$ cat src/rtl/latent_proj_fc.sv
// Fully-connected projection: buffers one latent vector, then for each row computes
// bias + W[row].z serially and emits the saturated, shifted result as a framed stream.
module latent_proj_fc #(
  parameter int DATA_WIDTH = 16,
  parameter int LATENT_DIM = 8,
  parameter int OUT_LEN    = 16,
  parameter int SHIFT      = 2
) (
  input  logic                                  clk,
  input  logic                                  rst,
  input  logic                                  in_valid,
  output logic                                  in_ready,
  input  logic signed [DATA_WIDTH-1:0]          in_data,
  input  logic                                  wr_en,
  input  logic                                  wr_sel,
  input  logic [$clog2(OUT_LEN*LATENT_DIM)-1:0] wr_addr,
  input  logic signed [DATA_WIDTH-1:0]          wr_data,
  output logic                                  out_valid,
  input  logic                                  out_ready,
  output logic signed [DATA_WIDTH-1:0]          out_data,
  output logic                                  out_first,
  output logic                                  out_last
);

  localparam int DW   = DATA_WIDTH;
  localparam int AW   = $clog2(OUT_LEN*LATENT_DIM);
  localparam int EW   = $clog2(LATENT_DIM);
  localparam int CW   = $clog2(LATENT_DIM+1);
  localparam int RW   = (OUT_LEN > 1) ? $clog2(OUT_LEN) : 1;
  localparam int ACCW = 2*DW + $clog2(LATENT_DIM) + 1;

  localparam logic signed [ACCW-1:0] SAT_MAX = {{(ACCW-DW+1){1'b0}}, {(DW-1){1'b1}}};
  localparam logic signed [ACCW-1:0] SAT_MIN = {{(ACCW-DW+1){1'b1}}, {(DW-1){1'b0}}};

  typedef enum logic [1:0] {LOAD, MAC, EMIT} state_t;

  state_t                 state_q, state_d;
  logic [EW-1:0]          elem_q, elem_d;
  logic [RW-1:0]          row_q, row_d;
  logic [CW-1:0]          col_q, col_d;
  logic signed [ACCW-1:0] acc_q, acc_d;

  logic signed [DW-1:0] w_mem [OUT_LEN*LATENT_DIM];
  logic signed [DW-1:0] b_mem [OUT_LEN];
  logic signed [DW-1:0] z_mem [LATENT_DIM];

  logic [AW-1:0]          w_idx;
  logic signed [DW-1:0]   w_rd, z_rd, b_rd;
  logic signed [2*DW-1:0] prod;
  logic signed [ACCW-1:0] shifted;
  logic [31:0]            wr_addr_ext;
  logic                   wr_ok;
  logic                   accept;

  assign accept      = (state_q == LOAD) && in_valid && !rst;
  assign wr_ok       = wr_en && !rst && (state_q == LOAD) && (elem_q == '0);
  assign wr_addr_ext = 32'(wr_addr);

  // col_q==0 is the bias-load cycle; col_q==k+1 accumulates product k
  assign w_idx = AW'(row_q) * AW'(LATENT_DIM) + AW'(col_q - 1'b1);
  assign w_rd  = w_mem[w_idx];
  assign z_rd  = z_mem[EW'(col_q - 1'b1)];
  assign b_rd  = b_mem[row_q];
  assign prod  = w_rd * z_rd;

  always_ff @(posedge clk) begin
    if (wr_ok) begin
      if (!wr_sel) begin
        if (wr_addr_ext < 32'(OUT_LEN*LATENT_DIM)) w_mem[wr_addr] <= wr_data;
      end else begin
        if (wr_addr_ext < 32'(OUT_LEN)) b_mem[RW'(wr_addr)] <= wr_data;
      end
    end
    if (accept) z_mem[elem_q] <= in_data;
  end

  always_ff @(posedge clk) begin
    if (rst) begin
      state_q <= LOAD;
      elem_q  <= '0;
      row_q   <= '0;
      col_q   <= '0;
      acc_q   <= '0;
    end else begin
      state_q <= state_d;
      elem_q  <= elem_d;
      row_q   <= row_d;
      col_q   <= col_d;
      acc_q   <= acc_d;
    end
  end

  always_comb begin
    state_d = state_q;
    elem_d  = elem_q;
    row_d   = row_q;
    col_d   = col_q;
    acc_d   = acc_q;
    unique case (state_q)
      LOAD: begin
        if (in_valid) begin
          if (elem_q == EW'(LATENT_DIM-1)) begin
            state_d = MAC;
            elem_d  = '0;
            row_d   = '0;
            col_d   = '0;
          end else begin
            elem_d = elem_q + 1'b1;
          end
        end
      end
      MAC: begin
        if (col_q == '0) begin
          acc_d = ACCW'(b_rd);
          col_d = col_q + 1'b1;
        end else begin
          acc_d = acc_q + ACCW'(prod);
          if (col_q == CW'(LATENT_DIM)) begin
            state_d = EMIT;
            col_d   = '0;
          end else begin
            col_d = col_q + 1'b1;
          end
        end
      end
      EMIT: begin
        if (out_ready) begin
          if (row_q == RW'(OUT_LEN-1)) begin
            state_d = LOAD;
            row_d   = '0;
          end else begin
            state_d = MAC;
            row_d   = row_q + 1'b1;
            col_d   = '0;
          end
        end
      end
      default: state_d = LOAD;
    endcase
  end

  always_comb begin
    shifted   = acc_q >>> SHIFT;
    in_ready  = (state_q == LOAD) && !rst;
    out_valid = (state_q == EMIT);
    out_first = (state_q == EMIT) && (row_q == '0);
    out_last  = (state_q == EMIT) && (row_q == RW'(OUT_LEN-1));
    out_data  = '0;
    if (state_q == EMIT) begin
      if (shifted > SAT_MAX)      out_data = SAT_MAX[DW-1:0];
      else if (shifted < SAT_MIN) out_data = SAT_MIN[DW-1:0];
      else                        out_data = shifted[DW-1:0];
    end
  end

endmodule
$ cat config.mk
export PLATFORM = sky130hd
export DESIGN_NAME = latent_proj_fc
export DESIGN_NICKNAME = d
export VERILOG_FILES = /design/src/rtl/latent_proj_fc.sv
export SDC_FILE = /design/constraint.sdc
export NUM_CORES = 2
export LEC_CHECK = 0
export CAP_MARGIN = 20
export CORE_ASPECT_RATIO = 1.25
export CORE_UTILIZATION = 40
export DETAILED_ROUTE_END_ITERATION = 10
export PLACE_DENSITY = 0.64
export SKIP_LAST_GASP = 1
export SLEW_MARGIN = 0
export SYNTH_ARGS = -nofsm -noshare
export SYNTH_HDL_FRONTEND = slang
export SYNTH_SLANG_ARGS = --single-unit
$ cat constraint.sdc
create_clock -name clk -period 19.26 [get_ports clk]
set_input_delay 3.852 -clock clk [delete_from_list [all_inputs] [get_ports clk]]
set_output_delay 3.852 -clock clk [all_outputs]
set_load 0.01 [all_outputs]
# Word-level counts from Yosys, hierarchy flattened
# Memories as Yosys holds them, arrays and structs flattened. A register that Yosys moved wholly into a read port is not among the register bits.
# Index checks and enable logic that the tools add are counted.
# classes
n_reduce_logical	19
shift	0
n_bitwise	0
n_eq_ne	11
addsub	7
div_mod_pow	0
order_cmp	4
n_mux	34
multipliers	1
# op_table
operator	n
16-bit two-way mux	3
4-bit two-way mux	10
36-bit by 32-bit adder with 36-bit output	1
36-bit two-way mux	1
34-bit by 16-bit > comparator with 1-bit output (second input constant)	1
34-bit by 16-bit < comparator with 1-bit output (second input constant)	1
16-bit by 16-bit multiplier with 32-bit output	1
4-bit one-hot mux with 3 select lines	1
1-bit two-way mux	11
2-bit two-way mux	5
5-bit AND reduction	2
4-bit by 1-bit adder with 4-bit output (second input constant)	2
4-bit == test (second input constant)	2
1-bit logical AND	8
4-bit logical NOT	2
7-bit by 8-bit < comparator with 1-bit output (second input constant)	1
2-bit inequality test (second input constant)	4
4-bit one-hot mux with 2 select lines	1
7-bit adder	1
7-bit by 5-bit < comparator with 1-bit output (second input constant)	1
2-bit one-hot mux with 3 select lines	1
4-bit by 1-bit subtractor with 5-bit output (second input constant)	1
2-bit by 1-bit inequality test with 1-bit output (second input constant)	2
4-bit AND reduction	1
12 further kinds	12
# word_totals
in_bits	45
rom_bits	0
latchBits	0
n_memories	3
output_inout_bits	20
ram_bits	2432
elab_cells	84
ff_bits	49
# mem_list
memory	depth	word_bits	read_ports	rd_ports_with_merged_regs	wr	line_no	rtl
w_mem	128	16	1	0	1	43	logic signed [DW-1:0] w_mem [OUT_LEN*LATENT_DIM];
b_mem	16	16	1	1	1	44	logic signed [DW-1:0] b_mem [OUT_LEN];
z_mem	8	16	1	0	1	45	logic signed [DW-1:0] z_mem [LATENT_DIM];

# Logic depth before layout (Yosys ltp)
# logic_depth
depth_word	6
depth_mapped	46
mapped_depth_nobuf	35

# Least setup slack after synthesis
# No wires, ideal clock.
# synth_path
path_type	reg-to-reg
start	register col_q[0]
end	register acc_q[33]
slack_ps	8132
t_arrival_ps	11057
path_stages_with_launch	43
n_path_buf	13
cell_sequence	dfxtp_1 -> buf_6 -> buf_6 -> buf_6 -> buf_2 -> buf_2 -> buf_2 -> buf_2 -> buf_2 -> inv_1 -> ha_1 -> nor2b_1 -> nand2b_1 -> inv_1 -> clkbuf_1 -> clkbuf_1 -> fa_1 -> xor2_1 -> (+7 left out) -> inv_1 -> fa_1 -> inv_1 -> fa_1 -> fa_1 -> inv_1 -> fa_1 -> inv_1 -> ha_1 -> clkbuf_1 -> and3_1 -> or4b_2 -> a21oi_1 -> o2111ai_1 -> a21oi_1 -> nor3_1 -> or4b_1 -> a21oi_1
# synth_between
elab_chain_cells	6
# synth_lines
item	line_no	rtl
start: declaration	40	logic [CW-1:0] col_q, col_d;
start signal: assignment	88	col_q <= col_d;
4-bit by 1-bit subtractor with 5-bit output	60	assign w_idx = AW'(row_q) * AW'(LATENT_DIM) + AW'(col_q - 1'b1);
7-bit adder	60	
memory 128 x 16 bit	-	
16-bit by 16-bit multiplier with 32-bit output	64	assign prod = w_rd * z_rd;
36-bit by 32-bit adder with 36-bit output	117	acc_d = acc_q + ACCW'(prod);
36-bit two-way mux (*)	113	if (col_q == '0) begin
end signal: assignment	83	acc_q <= '0;
end signal: assignment	89	acc_q <= acc_d;
end: declaration	41	logic signed [ACCW-1:0] acc_q, acc_d;
# Every way passes the cells marked *; elsewhere a longest branch is shown, timed or not.
# A chain may end at the register's enable or synchronous reset.

# Worst setup path in the final report
# layout_path
start	register col_q[0]
end	register acc_q[32]
# The elaborated chain is that of the path after synthesis.

==> impl_metrics.sql <==
INSERT INTO impl_metrics (metric_group, metric, value, unit) VALUES
('die', 'die_width', '465', 'µm'),
('global_route', 'pin_count_of_the_biggest_net_entering_global_routing', '114', ''),
('logic_synthesis', 'synth-edff-count', '2432', ''),
('worst_setup_path', 'critical-path-max-stage-delay', '0.82', 'ns'),
('clocking', 'cts_sinks', '2485', ''),
('die', 'row_count', '211', ''),
('placed_design', 'io_buffer_count', '64', ''),
('worst_setup_path', 'cpMaxStageDelayCell', 'sky130_fd_sc_hd__buf_4', ''),
('logic_synthesis', 'ys_ff_latch', '2485', ''),
('worst_setup_path', 'cp.required', '19.99', 'ns'),
('logic_synthesis', 'synth_ff_type', 'sky130_fd_sc_hd__edfxtp_1', ''),
('worst_setup_path', 'timing.critical_path.from', 'col_q[0]', ''),
('sta', 'finalWorstPathRequiredPeriod', '12.35', 'ns'),
('final_layout', 'areaGrowthSynthToFinish', '12.2', '%'),
('die', 'die_area', '270000', 'µm²'),
('final_layout', 'layout.cell_area.non_filler', '120000', 'µm²'),
('clocking', 'post_cts.resized_instances', '0', ''),
('worst_hold_path', 'min_path_type', 'reg -> reg', ''),
('worst_setup_path', 'r2r_slack', '6.91', 'ns'),
('worst_hold_path', 'timing.hold.worst.start', 'acc_q[0]', ''),
('clocking', 'cell_at_the_root_of_the_clock_tree', 'sky130_fd_sc_hd__clkbuf_16', ''),
('die', 'top_level_port_count', '65', ''),
('clocking', 'tritoncts.num_buffers', '224', ''),
('logic_synthesis', 'synth.cell_area', '107000', 'µm²'),
('placed_design', 'detailed_place_hpwl', '159', 'mm'),
('drt', 'drt-vias-per-instance', '5.55', ''),
('run_status', 'failed_checks', 'design-rule violations', ''),
('logic_synthesis', 'synth_most_common_cell', 'sky130_fd_sc_hd__edfxtp_1', ''),
('logic_synthesis', 'yosys_warnings', '0', ''),
('clocking', 'cts_post_setup_buffers_inserted', '0', ''),
('drt', 'drt_drc_violations_left', '12', ''),
('drt', 'firstDrtPassIters', '11', ''),
('logic_synthesis', 'synthDominantCellAreaShare', '0.683', ''),
('clocking', 'clk-insertion-delay-late', '0.88', 'ns'),
('clocking', 'clk_pin_slew', '0.06', 'ns'),
('global_route', 'globalRouteTotalUtil', '0.192', ''),
('global_route', 'initial_antenna_violation_count', '12', ''),
('logic_synthesis', 'synth.largest_area_cell', 'sky130_fd_sc_hd__edfxtp_1', ''),
('die', 'start_util', '0.404', ''),
('worst_setup_path', 'timing.critical_path.from_type', 'flip-flop', ''),
('logic_synthesis', 'synth_commonest_cells', 'sky130_fd_sc_hd__edfxtp_1, sky130_fd_sc_hd__mux4_2, sky130_fd_sc_hd__inv_1', ''),
('global_route', 'grt_pass1_wl', '379', 'mm'),
('clocking', 'clock_path_buffers', '4', ''),
('pwr', 'worst_ir_drop_vdd', '0.0000692', 'V'),
('worst_setup_path', 'endpoint_kind', 'flip-flop', ''),
('final_layout', 'num-nets-final', '6024', ''),
('clocking', 'cts-htree-levels', '4', ''),
('placed_design', 'placement.cell_area', '113000', 'µm²'),
('sta', 'max_slew_margin', '0.244', ''),
('worst_setup_path', 'cp_most_frequent_cell', 'sky130_fd_sc_hd__fa_1', ''),
('drt', 'detail_route_antenna_nets', '0', ''),
('sta', 'timing.final.setup_violations', '0', ''),
('sta', 'timing.final.crit_share', '0.641', ''),
('pwr', 'static-leakage-power', '0.0389', 'µW'),
('flow_run', 'maxCapViolCount', '0', ''),
('sta', 'final_hold_viol_count', '0', ''),
('run_status', 'run_status', 'finished with violations', ''),
('logic_synthesis', 'asyncSetResetFlopFracSynth', '0', ''),
('placed_design', 'place.gp.congestion', '0.851', ''),
('global_route', 'grt_pass1_vias', '53800', ''),
('clocking', 'tritoncts_clock_tree', 'yes', ''),
('die', 'chipHeight', '580', 'µm'),
('drt', 'routed_wl_per_cell', '27.9', 'µm'),
('logic_synthesis', 'yosysUniqueCellTypes', '65', ''),
('worst_setup_path', 'cp_max_fo', '89', ''),
('sta', 'slew_viol_final', '0', ''),
('sta', 'rsz0062_at_grt', 'no', ''),
('sta', 'fin_skew', '0.0669', 'ns'),
('drt', 'drtIter0Drc', '5511', ''),
('worst_setup_path', 'timing.setup.critical_path_class', 'reg -> reg', ''),
('clocking', 'hold_buffers', '0', '');
-- metal layers --
layer / global-route usage / vias up / wire (µm)
met2: 0.327 / 1746 / 131000
met5: 0 / - / 48
met3: 0.0268 / 419 / 15800
li1: - / 21300 / -
met4: 0.0653 / 8 / 9190
met1: 0.252 / 27700 / 102000
-- critical path: cells and delay by family, from the launching register on --
| family | cells | cell delay [ns] |
|---|---|---|
| buffers and inverters | 8 | 3.03 |
| adders and majority gates | 7 | 3.36 |
| AOI/OAI and AO/OA | 7 | 1.92 |
| DFF | 1 | 0.73 |
| and+or+nand+nor | 3 | 0.65 |
| muxes | 4 | 2.35 |
-- placed cells by master, fill, tap and decap left out, types with 21 or more instances in the layout --
cell type / count
sky130_fd_sc_hd__bufinv_16: 23
sky130_fd_sc_hd__or2_2: 41
sky130_fd_sc_hd__inv_1: 395
sky130_fd_sc_hd__a21oi_1: 58
sky130_fd_sc_hd__nand2_1: 85
sky130_fd_sc_hd__o21ai_0: 25
sky130_fd_sc_hd__mux4_2: 775
sky130_fd_sc_hd__o21a_1: 22
sky130_fd_sc_hd__fa_1: 315
sky130_fd_sc_hd__buf_4: 240
sky130_fd_sc_hd__xnor2_1: 26
sky130_fd_sc_hd__clkbuf_1: 47
sky130_fd_sc_hd__clkinv_1: 53
sky130_fd_sc_hd__edfxtp_1: 2432
sky130_fd_sc_hd__ha_1: 114
sky130_fd_sc_hd__clkinv_2: 31
sky130_fd_sc_hd__nand2b_1: 35
sky130_fd_sc_hd__clkdlybuf4s50_1: 47
sky130_fd_sc_hd__nor2b_1: 21
sky130_fd_sc_hd__nor2_1: 362
sky130_fd_sc_hd__clkbuf_16: 226
sky130_fd_sc_hd__dfxtp_1: 50
sky130_fd_sc_hd__nor3_1: 32
sky130_fd_sc_hd__nand3_1: 27
-- stage by stage --
| stage | util | hold WS, ns | setup WS [ns] | total power, µW | cells |
|---|---|---|---|---|---|
| finish | 0.453 | 0.519 | 6.91 | 10600 | 9241 |
| global route | 0.453 | 0.548 | 5.96 | 10900 | 9237 |
| CTS | 0.452 | 0.522 | 6.72 | 10700 | 9233 |
| detailed placement | 0.426 | 0.513 | 6.74 | 6300 | 8834 |
| global placement | 0.426 | 0.494 | 6.55 | 6290 | 8830 |
| floorplan | - | 0.480 | 8.13 | 6160 | 5267 |
-- kinds of logic after synthesis --
family                     count (synthesis)  share of synthesized area
DFF                                     2485                      0.693
and+or+nand+nor                          674                     0.0283
xor gates and xnor gates                  41                    0.00350
AOI/OAI and AO/OA                        182                     0.0111
buffers and inverters                    645                     0.0248
muxes                                    808                      0.167
adders and majority gates                432                     0.0727
-- path summary, 6_finish.rpt --
path,depth (start not counted),end
max reg2reg,29,acc_q[32]
min reg2reg,2,acc_q[0]
min,2,acc_q[0]
max,29,acc_q[32]
-- power breakdown --
| group | internal, µW | switching [µW] | leakage (µW) |
|---|---|---|---|
| logic | 67.1 | 178 | 0.0132 |
| registers | 5940 | 1.91 | 0.0223 |
| clock network | 2450 | 1930 | 0.00342 |
| total | 8460 | 2110 | 0.0389 |
-- cell type report --
type | instances | area [µm²]
timing repair buffer | 299 | 2500
sequential | 2485 | 74100
clock inverter | 126 | 1230
multi-input combinational | 2137 | 30400
antenna | 7 | 17.5
fill | 22200 | 145000
tap | 3514 | 4400
clock buffer | 273 | 5830
inverter | 400 | 1500
-- flip-flops by register name (all words and copies together) (netlist names), named ones only --
register,cells
state_q,2
b_mem,256
col_q,4
z_mem,128
acc_q,36
elem_q,3
row_q,4
w_mem,2048
No activity file was read; power rests on OpenSTA's default activity.
